`src/rtl/uart_tx_mmio_pkg.sv`:
```
// Shared definitions for the memory-mapped UART transmitter.
//   - Register offsets inside the 16-byte window (word aligned, byte lanes ignored)
//   - STATUS bit positions
//   - TX state machine encoding
//   - bit_period(): turns a DIVISOR value into a usable bit period
package uart_tx_mmio_pkg;

    localparam logic [3:0] REG_TXDATA  = 4'h0;
    localparam logic [3:0] REG_STATUS  = 4'h4;
    localparam logic [3:0] REG_DIVISOR = 4'h8;

    localparam int STATUS_FULL_BIT  = 0;
    localparam int STATUS_EMPTY_BIT = 1;
    localparam int STATUS_BUSY_BIT  = 2;
    localparam int STATUS_OVF_BIT   = 3;

    typedef enum logic [1:0] {
        IDLE  = 2'd0,
        START = 2'd1,
        DATA  = 2'd2,
        STOP  = 2'd3
    } uart_tx_state_t;

    // A divisor of zero would give a zero-length bit; run it as one cycle per bit.
    function automatic logic [15:0] bit_period(input logic [15:0] div);
        return (div == 16'd0) ? 16'd1 : div;
    endfunction

endpackage

```
`src/rtl/uart_tx_mmio_sync_fifo.sv`:
```
// sync_fifo: single-clock first-word-fall-through FIFO.
//   clk, reset       clock and synchronous active-high reset (pointers only)
//   push, push_data  write strobe and data; ignored while full
//   pop              read strobe; ignored while empty
//   pop_data         head entry, valid whenever empty is low
//   full, empty      occupancy flags derived from the pointers
// DEPTH must be a power of two and at least 2. Pointers carry one extra
// wrap bit so that full and empty are distinguishable when the address
// bits match.
module sync_fifo #(
    parameter int WIDTH = 8,
    parameter int DEPTH = 8
) (
    input  logic             clk,
    input  logic             reset,
    input  logic             push,
    input  logic [WIDTH-1:0] push_data,
    input  logic             pop,
    output logic [WIDTH-1:0] pop_data,
    output logic             full,
    output logic             empty
);

    localparam int AW = $clog2(DEPTH);

    logic [WIDTH-1:0] mem_q [DEPTH];
    logic [AW:0]      wr_ptr_q, wr_ptr_d;
    logic [AW:0]      rd_ptr_q, rd_ptr_d;
    logic             push_ok;
    logic             pop_ok;

    assign empty    = (wr_ptr_q == rd_ptr_q);
    assign full     = (wr_ptr_q[AW] != rd_ptr_q[AW]) &&
                      (wr_ptr_q[AW-1:0] == rd_ptr_q[AW-1:0]);
    assign push_ok  = push && !full;
    assign pop_ok   = pop && !empty;
    assign pop_data = mem_q[rd_ptr_q[AW-1:0]];

    always_comb begin
        wr_ptr_d = wr_ptr_q;
        rd_ptr_d = rd_ptr_q;
        if (push_ok) wr_ptr_d = wr_ptr_q + (AW+1)'(1);
        if (pop_ok)  rd_ptr_d = rd_ptr_q + (AW+1)'(1);
    end

    always_ff @(posedge clk) begin
        if (reset) begin
            wr_ptr_q <= '0;
            rd_ptr_q <= '0;
        end else begin
            wr_ptr_q <= wr_ptr_d;
            rd_ptr_q <= rd_ptr_d;
        end
    end

    // Storage has no reset: contents are only visible through the pointers.
    always_ff @(posedge clk) begin
        if (push_ok) mem_q[wr_ptr_q[AW-1:0]] <= push_data;
    end

endmodule

```
`src/rtl/uart_tx_mmio.sv`:
```
// uart_tx_mmio: memory-mapped 8N1 UART transmitter on the core data port.
//   clk, reset     system clock, synchronous active-high reset
//   mem_addr       load/store address; window hit on [31:4], register on [3:2]
//   mem_r_enable   one-cycle load strobe
//   mem_w_enable   one-cycle store strobe
//   mem_wdata      store data (unshifted rs2)
//   mmio_rdata     registered read data, held until the next load
//   mmio_hit_q     high while mmio_rdata belongs to a load that hit the window
//   tx             serial output, idle high
//   busy           transmitter not in IDLE
// Registers: 0x0 TXDATA (W push byte), 0x4 STATUS (R full/empty/busy/overflow,
// W bit3 clears overflow), 0x8 DIVISOR (R/W 16 bits), 0xC reads as zero.
module uart_tx_mmio
    import uart_tx_mmio_pkg::*;
#(
    parameter logic [31:0] BASE_ADDR    = 32'h1000_0000,
    parameter int          FIFO_DEPTH   = 8,
    parameter logic [15:0] CLKS_PER_BIT = 16'd868
) (
    input  logic        clk,
    input  logic        reset,
    input  logic [31:0] mem_addr,
    input  logic        mem_r_enable,
    input  logic        mem_w_enable,
    input  logic [31:0] mem_wdata,
    output logic [31:0] mmio_rdata,
    output logic        mmio_hit_q,
    output logic        tx,
    output logic        busy
);

    // ---------------- address decode ----------------
    logic       reg_hit;
    logic [3:0] reg_off;
    logic       wr_txdata, wr_status, wr_divisor;

    assign reg_hit    = (mem_addr[31:4] == BASE_ADDR[31:4]);
    assign reg_off    = {mem_addr[3:2], 2'b00};
    assign wr_txdata  = mem_w_enable && reg_hit && (reg_off == REG_TXDATA);
    assign wr_status  = mem_w_enable && reg_hit && (reg_off == REG_STATUS);
    assign wr_divisor = mem_w_enable && reg_hit && (reg_off == REG_DIVISOR);

    // Byte lanes and upper store bits play no part in any register.
    logic unused_bits;
    assign unused_bits = ^{mem_addr[1:0], mem_wdata[31:16]};

    // ---------------- TX FIFO ----------------
    logic       fifo_pop;
    logic [7:0] fifo_data;
    logic       fifo_full, fifo_empty;

    sync_fifo #(
        .WIDTH (8),
        .DEPTH (FIFO_DEPTH)
    ) u_fifo (
        .clk       (clk),
        .reset     (reset),
        .push      (wr_txdata),
        .push_data (mem_wdata[7:0]),
        .pop       (fifo_pop),
        .pop_data  (fifo_data),
        .full      (fifo_full),
        .empty     (fifo_empty)
    );

    // ---------------- register file ----------------
    logic [15:0] divisor_q, divisor_d;
    logic        overflow_q, overflow_d;
    logic [31:0] rdata_q, rdata_d;
    logic        hit_q, hit_d;
    logic [31:0] status_word, read_word;

    always_comb begin
        divisor_d = divisor_q;
        if (wr_divisor) divisor_d = mem_wdata[15:0];

        // Full is the pre-edge flag, so a same-edge pop does not save the
        // byte; a set also beats a simultaneous clear.
        overflow_d = overflow_q;
        if (wr_status && mem_wdata[STATUS_OVF_BIT]) overflow_d = 1'b0;
        if (wr_txdata && fifo_full)                  overflow_d = 1'b1;
    end

    always_comb begin
        status_word                   = '0;
        status_word[STATUS_FULL_BIT]  = fifo_full;
        status_word[STATUS_EMPTY_BIT] = fifo_empty;
        status_word[STATUS_BUSY_BIT]  = busy;
        status_word[STATUS_OVF_BIT]   = overflow_q;

        case (reg_off)
            REG_STATUS:  read_word = status_word;
            REG_DIVISOR: read_word = {16'd0, divisor_q};
            default:     read_word = '0;
        endcase

        // A load that misses drops the hit flag but leaves the data alone.
        rdata_d = rdata_q;
        hit_d   = hit_q;
        if (mem_r_enable) begin
            hit_d = reg_hit;
            if (reg_hit) rdata_d = read_word;
        end
    end

    always_ff @(posedge clk) begin
        if (reset) begin
            divisor_q  <= CLKS_PER_BIT;
            overflow_q <= 1'b0;
            rdata_q    <= '0;
            hit_q      <= 1'b0;
        end else begin
            divisor_q  <= divisor_d;
            overflow_q <= overflow_d;
            rdata_q    <= rdata_d;
            hit_q      <= hit_d;
        end
    end

    assign mmio_rdata = rdata_q;
    assign mmio_hit_q = hit_q;

    // ---------------- TX state machine ----------------
    uart_tx_state_t state_q, state_d;
    logic [15:0]    bit_cnt_q, bit_cnt_d;
    logic [15:0]    period_q, period_d;
    logic [2:0]     bit_idx_q, bit_idx_d;
    logic [7:0]     shift_q, shift_d;
    logic           bit_done;

    assign bit_done = (bit_cnt_q == period_q - 16'd1);

    // State register
    always_ff @(posedge clk) begin
        if (reset) begin
            state_q   <= IDLE;
            bit_cnt_q <= '0;
            period_q  <= 16'd1;
            bit_idx_q <= '0;
            shift_q   <= '0;
        end else begin
            state_q   <= state_d;
            bit_cnt_q <= bit_cnt_d;
            period_q  <= period_d;
            bit_idx_q <= bit_idx_d;
            shift_q   <= shift_d;
        end
    end

    // Next-state logic. The period is latched once per frame, so DIVISOR
    // writes during a frame only take effect on the following one.
    always_comb begin
        state_d   = state_q;
        bit_cnt_d = bit_cnt_q;
        period_d  = period_q;
        bit_idx_d = bit_idx_q;
        shift_d   = shift_q;

        case (state_q)
            IDLE: begin
                if (!fifo_empty) begin
                    state_d   = START;
                    shift_d   = fifo_data;
                    period_d  = bit_period(divisor_q);
                    bit_cnt_d = '0;
                end
            end
            START: begin
                if (bit_done) begin
                    state_d   = DATA;
                    bit_cnt_d = '0;
                    bit_idx_d = '0;
                end else begin
                    bit_cnt_d = bit_cnt_q + 16'd1;
                end
            end
            DATA: begin
                if (bit_done) begin
                    bit_cnt_d = '0;
                    shift_d   = {1'b0, shift_q[7:1]};
                    bit_idx_d = bit_idx_q + 3'd1;
                    if (bit_idx_q == 3'd7) state_d = STOP;
                end else begin
                    bit_cnt_d = bit_cnt_q + 16'd1;
                end
            end
            STOP: begin
                if (bit_done) begin
                    bit_cnt_d = '0;
                    // Chain straight into the next start bit when data waits.
                    if (!fifo_empty) begin
                        state_d  = START;
                        shift_d  = fifo_data;
                        period_d = bit_period(divisor_q);
                    end else begin
                        state_d  = IDLE;
                    end
                end else begin
                    bit_cnt_d = bit_cnt_q + 16'd1;
                end
            end
            default: state_d = IDLE;
        endcase
    end

    // Output logic
    always_comb begin
        fifo_pop = 1'b0;
        tx       = 1'b1;
        busy     = (state_q != IDLE);
        case (state_q)
            IDLE:    fifo_pop = !fifo_empty;
            START:   tx = 1'b0;
            DATA:    tx = shift_q[0];
            STOP:    fifo_pop = bit_done && !fifo_empty;
            default: tx = 1'b1;
        endcase
    end

endmodule
```
`config.mk`:
```
export PLATFORM = sky130hd
export DESIGN_NAME = uart_tx_mmio
export DESIGN_NICKNAME = d
export VERILOG_FILES = /design/src/rtl/uart_tx_mmio_pkg.sv /design/src/rtl/uart_tx_mmio_sync_fifo.sv /design/src/rtl/uart_tx_mmio.sv
export SDC_FILE = /design/constraint.sdc
export NUM_CORES = 1
export LEC_CHECK = 0
export BUFFER_PORTS_ARGS = -buffer_cell sky130_fd_sc_hd__clkbuf_2
export CAP_MARGIN = 20
export CORE_MARGIN = 2
export CORE_UTILIZATION = 52
export DETAILED_ROUTE_END_ITERATION = 10
export GPL_ROUTABILITY_DRIVEN = 0
export PLACE_DENSITY = 0.86
export SETUP_SLACK_MARGIN = 0.02
export SYNTH_ARGS = -nofsm -noshare
export SYNTH_HDL_FRONTEND = slang
export SYNTH_HIERARCHICAL = 1
export SYNTH_SLANG_ARGS = --single-unit
```
`constraint.sdc`:
```
create_clock -name clk -period 3.4 [get_ports clk]
set_input_delay 0 -clock clk [delete_from_list [all_inputs] [get_ports clk]]
set_output_delay 0 -clock clk [all_outputs]
set_load 0.05 [all_outputs]
```
==> summary.txt <==
Min path
  – Hold Crit Class: primary input to flop

Pwr
  – Worst vdd ir: roughly 320 µV
  – Power Total: 4.28 mW
  – P per Cell Area: 495 nW/µm²
  – Leakage power: around 3.2 nW

STA
  – Worst Tran Pin Value: just over 0.8 ns
  – Final setup viols: 0
  – Worst slew margin: 45.2%
  – Post-layout min period: 3.36 ns
  – Post-route clock period utilization: a little over nine tenths
  – Hold WS: 0.0595 ns
  – Setup WS post-layout: around 0.044 ns
  – Setup TNS: 0 ns
  – Clock skew: around 0.0082 ns
  – Final Hold Fails: 0
  – Pins over their slew limit: 0
  – FMAX: just under 0.3 GHz

Critical path
  – R2R Path End: u_fifo/rd_ptr_q[2]
  – Critical Path Slowest Stage Cell: or4b_4
  – Crit path max fanout: 4
  – CP Class: flop to flop
  – Worst path max stage delay: approximately 0.5 ns
  – Buf/Inv on CP: 2
  – Crit. path cell count: 12
  – R2r startpoint: period_q[0]
  – Crit. Startpoint: period_q[0]
  – Cell family with most CP delay: compound AO/OA/AOI/OAI gates
  – Critical Path Sink: u_fifo/rd_ptr_q[2]
  – Crit-path cells: inv_1, ha_2, or4b_4, buf_4, o41ai_4, o2111ai_2, a2111oi_4, a21oi_2, nor3_4, nand2_1, a41oi_2, mux2_2
  – Worst EP arrival: approximately 3.7 ns
  – CP endpoint kind: flop
  – Register-to-Register Path Depth: 12
  – R2R setup slack: 0.04 ns
  – CP startpoint kind: flop
  – Critical Path RT: 3.72 ns

Clocking
  – CTS sink count: approximately 150
  – TritonCTS clock tree: done
  – CTS Root Cell: clkbuf_16
  – Max H-tree Level: 4
  – Clk slew on worst S/H paths: 0.06 ns
  – Clock Path Buffers: 2
  – Later-pin clock latency in the skew report: approximately 0.43 ns
  – Total CTS buffers: 17

Yosys
  – Synth async-reset ratio: 0%
  – Register bit total from synthesis: around 150
  – Top post-synthesis cells by area: edfxtp_1 (26%), dfxtp_1 (25%), mux4_2 (4.9%)
  – Post-Synthesis Cells: ~660
  – Top FF cell, synth: dfxtp_1
  – Synth cell count leaders: dfxtp_1 (90), nand2_1 (73), edfxtp_1 (64)
  – Number of synthesized flops with an enable pin: 64
  – Register area share after synthesis: 51.0%
  – Syn Area/Cell: ~11 µm²
  – Most frequent cell after synthesis: dfxtp_1
  – Netlist cell types: between 60 and 70
  – Share of the synthesized area in the top cell type: 26.3%
  – Post-Syn Area: about 7300 µm²
  – Yosys top cell by area: edfxtp_1
  – Syn. warnings: 6

Global route
  – Gr ovfl total: 0
  – Antenna violations before repair: 0
  – GRT Overall Usage: around 22%
  – Pin count of the biggest net entering global routing: between 40 and 50
  – Global-route wire length before repair: ~26 mm
  – Vias in the first global route: 5,188

Detailed routing
  – Drt total wl: 16.5 mm
  – Wirelength per Cell: ~18 µm
  – Post-DRT Antenna Nets: 0
  – DR vias/cell: 5.76
  – Iteration count of the initial detailed-routing pass: 5
  – # DRC: 0
  – Vias: between 5,000 and 6,000
  – Initial DRC count: roughly 380

Layout
  – Register area: between 3000 and 4000 µm²
  – Area of the multi-input gates: around 3400 µm²
  – Fin area: between 8000 and 9000 µm²
  – Layout cells sized above 1: 23.0%
  – Layout Area Growth over Synthesis: 18.3%
  – Final #Nets: 832
  – Filler Cells Inserted: 1,031
  – Final non-filler cell total: ~940
  – Fin util: around 63%
  – Antenna cell count: 0

Run
  – MaxCap Viol Count: 0

Outcome
  – Status: completed

Floorplan
  – Die area: approximately 15,000 µm²
  – IO Pins: around 100
  – Initial core utilization: between 50% and 60%
  – Die width: approximately 120 µm
  – Core Box Area: ~14,000 µm²
  – # rows: 43
  – Die Height: 123 µm

Place
  – Setup WS pre-CTS: -0.00229 ns
  – Post-DP HPWL: about 10 mm
  – Area of placed instances: 7780 µm²
  – # port buffers: 68
  – DP Cell Count: between 800 and 900
## report_power, final
| part | internal (mW) | leakage (nW) | switching (mW) | total, mW |
|---|---|---|---|---|
| sequential | 1.94 | 1.30 | 0.0182 | 1.95 |
| clock | 1.15 | 0.279 | 0.758 | 1.91 |
| combinational | 0.140 | 1.62 | 0.277 | 0.416 |
| total | 3.23 | 3.20 | 1.05 | 4.28 |
## worst register-to-register path, cell delays in order (launching register included)
cell       delay [ns]
dfxtp_2          0.34
inv_1            0.08
ha_2             0.19
or4b_4           0.50
buf_4            0.18
o41ai_4          0.37
o2111ai_2        0.19
a2111oi_4        0.30
a21oi_2          0.12
nor3_4           0.27
nand2_1          0.12
a41oi_2          0.24
mux2_2           0.36
## area by class of cell
| class | instances | area share (%) |
|---|---|---|
| clock buffer | 18 | 4.97 |
| inverter | 12 | 0.521 |
| tap | 180 | 2.61 |
| clock inverter | 14 | 1.95 |
| timing repair buffer | 104 | 7.85 |
| multi-input combinational | 460 | 39.0 |
| sequential | 154 | 43.1 |
## worst min-delay path by stage
stage                                    end    startpoint  cells after the start  slack, ns
after global routing              overflow_q  mem_w_enable                      5        0.1
after global placement          divisor_q[9]  mem_wdata[9]                      3       0.23
final                             overflow_q  mem_w_enable                      5       0.06
after CTS                         overflow_q  mem_w_enable                      5       0.05
after floorplan           u_fifo/mem_q[0][0]  mem_wdata[0]                      0        0.1
after detailed placement        divisor_q[9]  mem_wdata[9]                      3       0.23
## per-layer routing
layer | vias up | routed length [µm] | part of all wire (%) | track usage, %
li1 | 2549 | - | - | -
met1 | 2630 | 6930 | 42 | 28.5
met2 | 202 | 8150 | 49 | 36.3
met3 | 42 | 1060 | 6.4 | 5.48
met4 | 0 | 407 | 2.5 | 9.05
met5 | - | 0 | 0 | 0
## timing repair
| action | in CTS | in global routing |
|---|---|---|
| pin swaps | 0 | 5 |
| endpoints found under the setup margin | 6 | 5 |
| endpoints found under the hold margin | 81 | 0 |
| buffers inserted | 0 | 3 |
| gates resized for setup | 2 | 10 |
| hold buffers | 17 | 0 |
## state kept, by name (all words and copies together) (netlist names), 2 cells and up, named ones only
name,cells
period_q,16
u_fifo/rd_ptr_q,4
u_fifo/wr_ptr_q,4
u_fifo/mem_q,64
bit_idx_q,3
shift_q,8
state_q,2
bit_cnt_q,16
mmio_rdata,16
divisor_q,16
## cell families (layout without fill, tap and decap cells)
logic type,after synthesis,count (layout),synth area share [%]
AOI/OAI and AO/OA,75,75,7.78
xor gates and xnor gates,43,43,5.16
adders and majority gates,15,15,2.57
buffers and inverters,63,148,4.71
DFF,154,154,51.0
muxes,66,66,12.2
other,1,16,0.0513
and+or+nand+nor,245,245,16.6
## cell usage in the layout (no fill, tap or decap), types with 7 or more instances in the layout
master and count:
dfxtp_1 89, nand2_1 73, clkbuf_2 68, edfxtp_1 64, nor2_1 63, a21oi_1 33, nand3_1 28, mux2i_1 28
xnor2_1 24, mux2_2 20, xor2_1 19, clkbuf_16 17, dlygate4sd3_1 17, buf_4 17, conb_1 16, mux4_2 16
ha_1 14, inv_1 12, nor3_1 11, nor4_1 11, nand3b_1 9, nand4_1 7
Note: power is estimated with default switching activity, not from simulation.
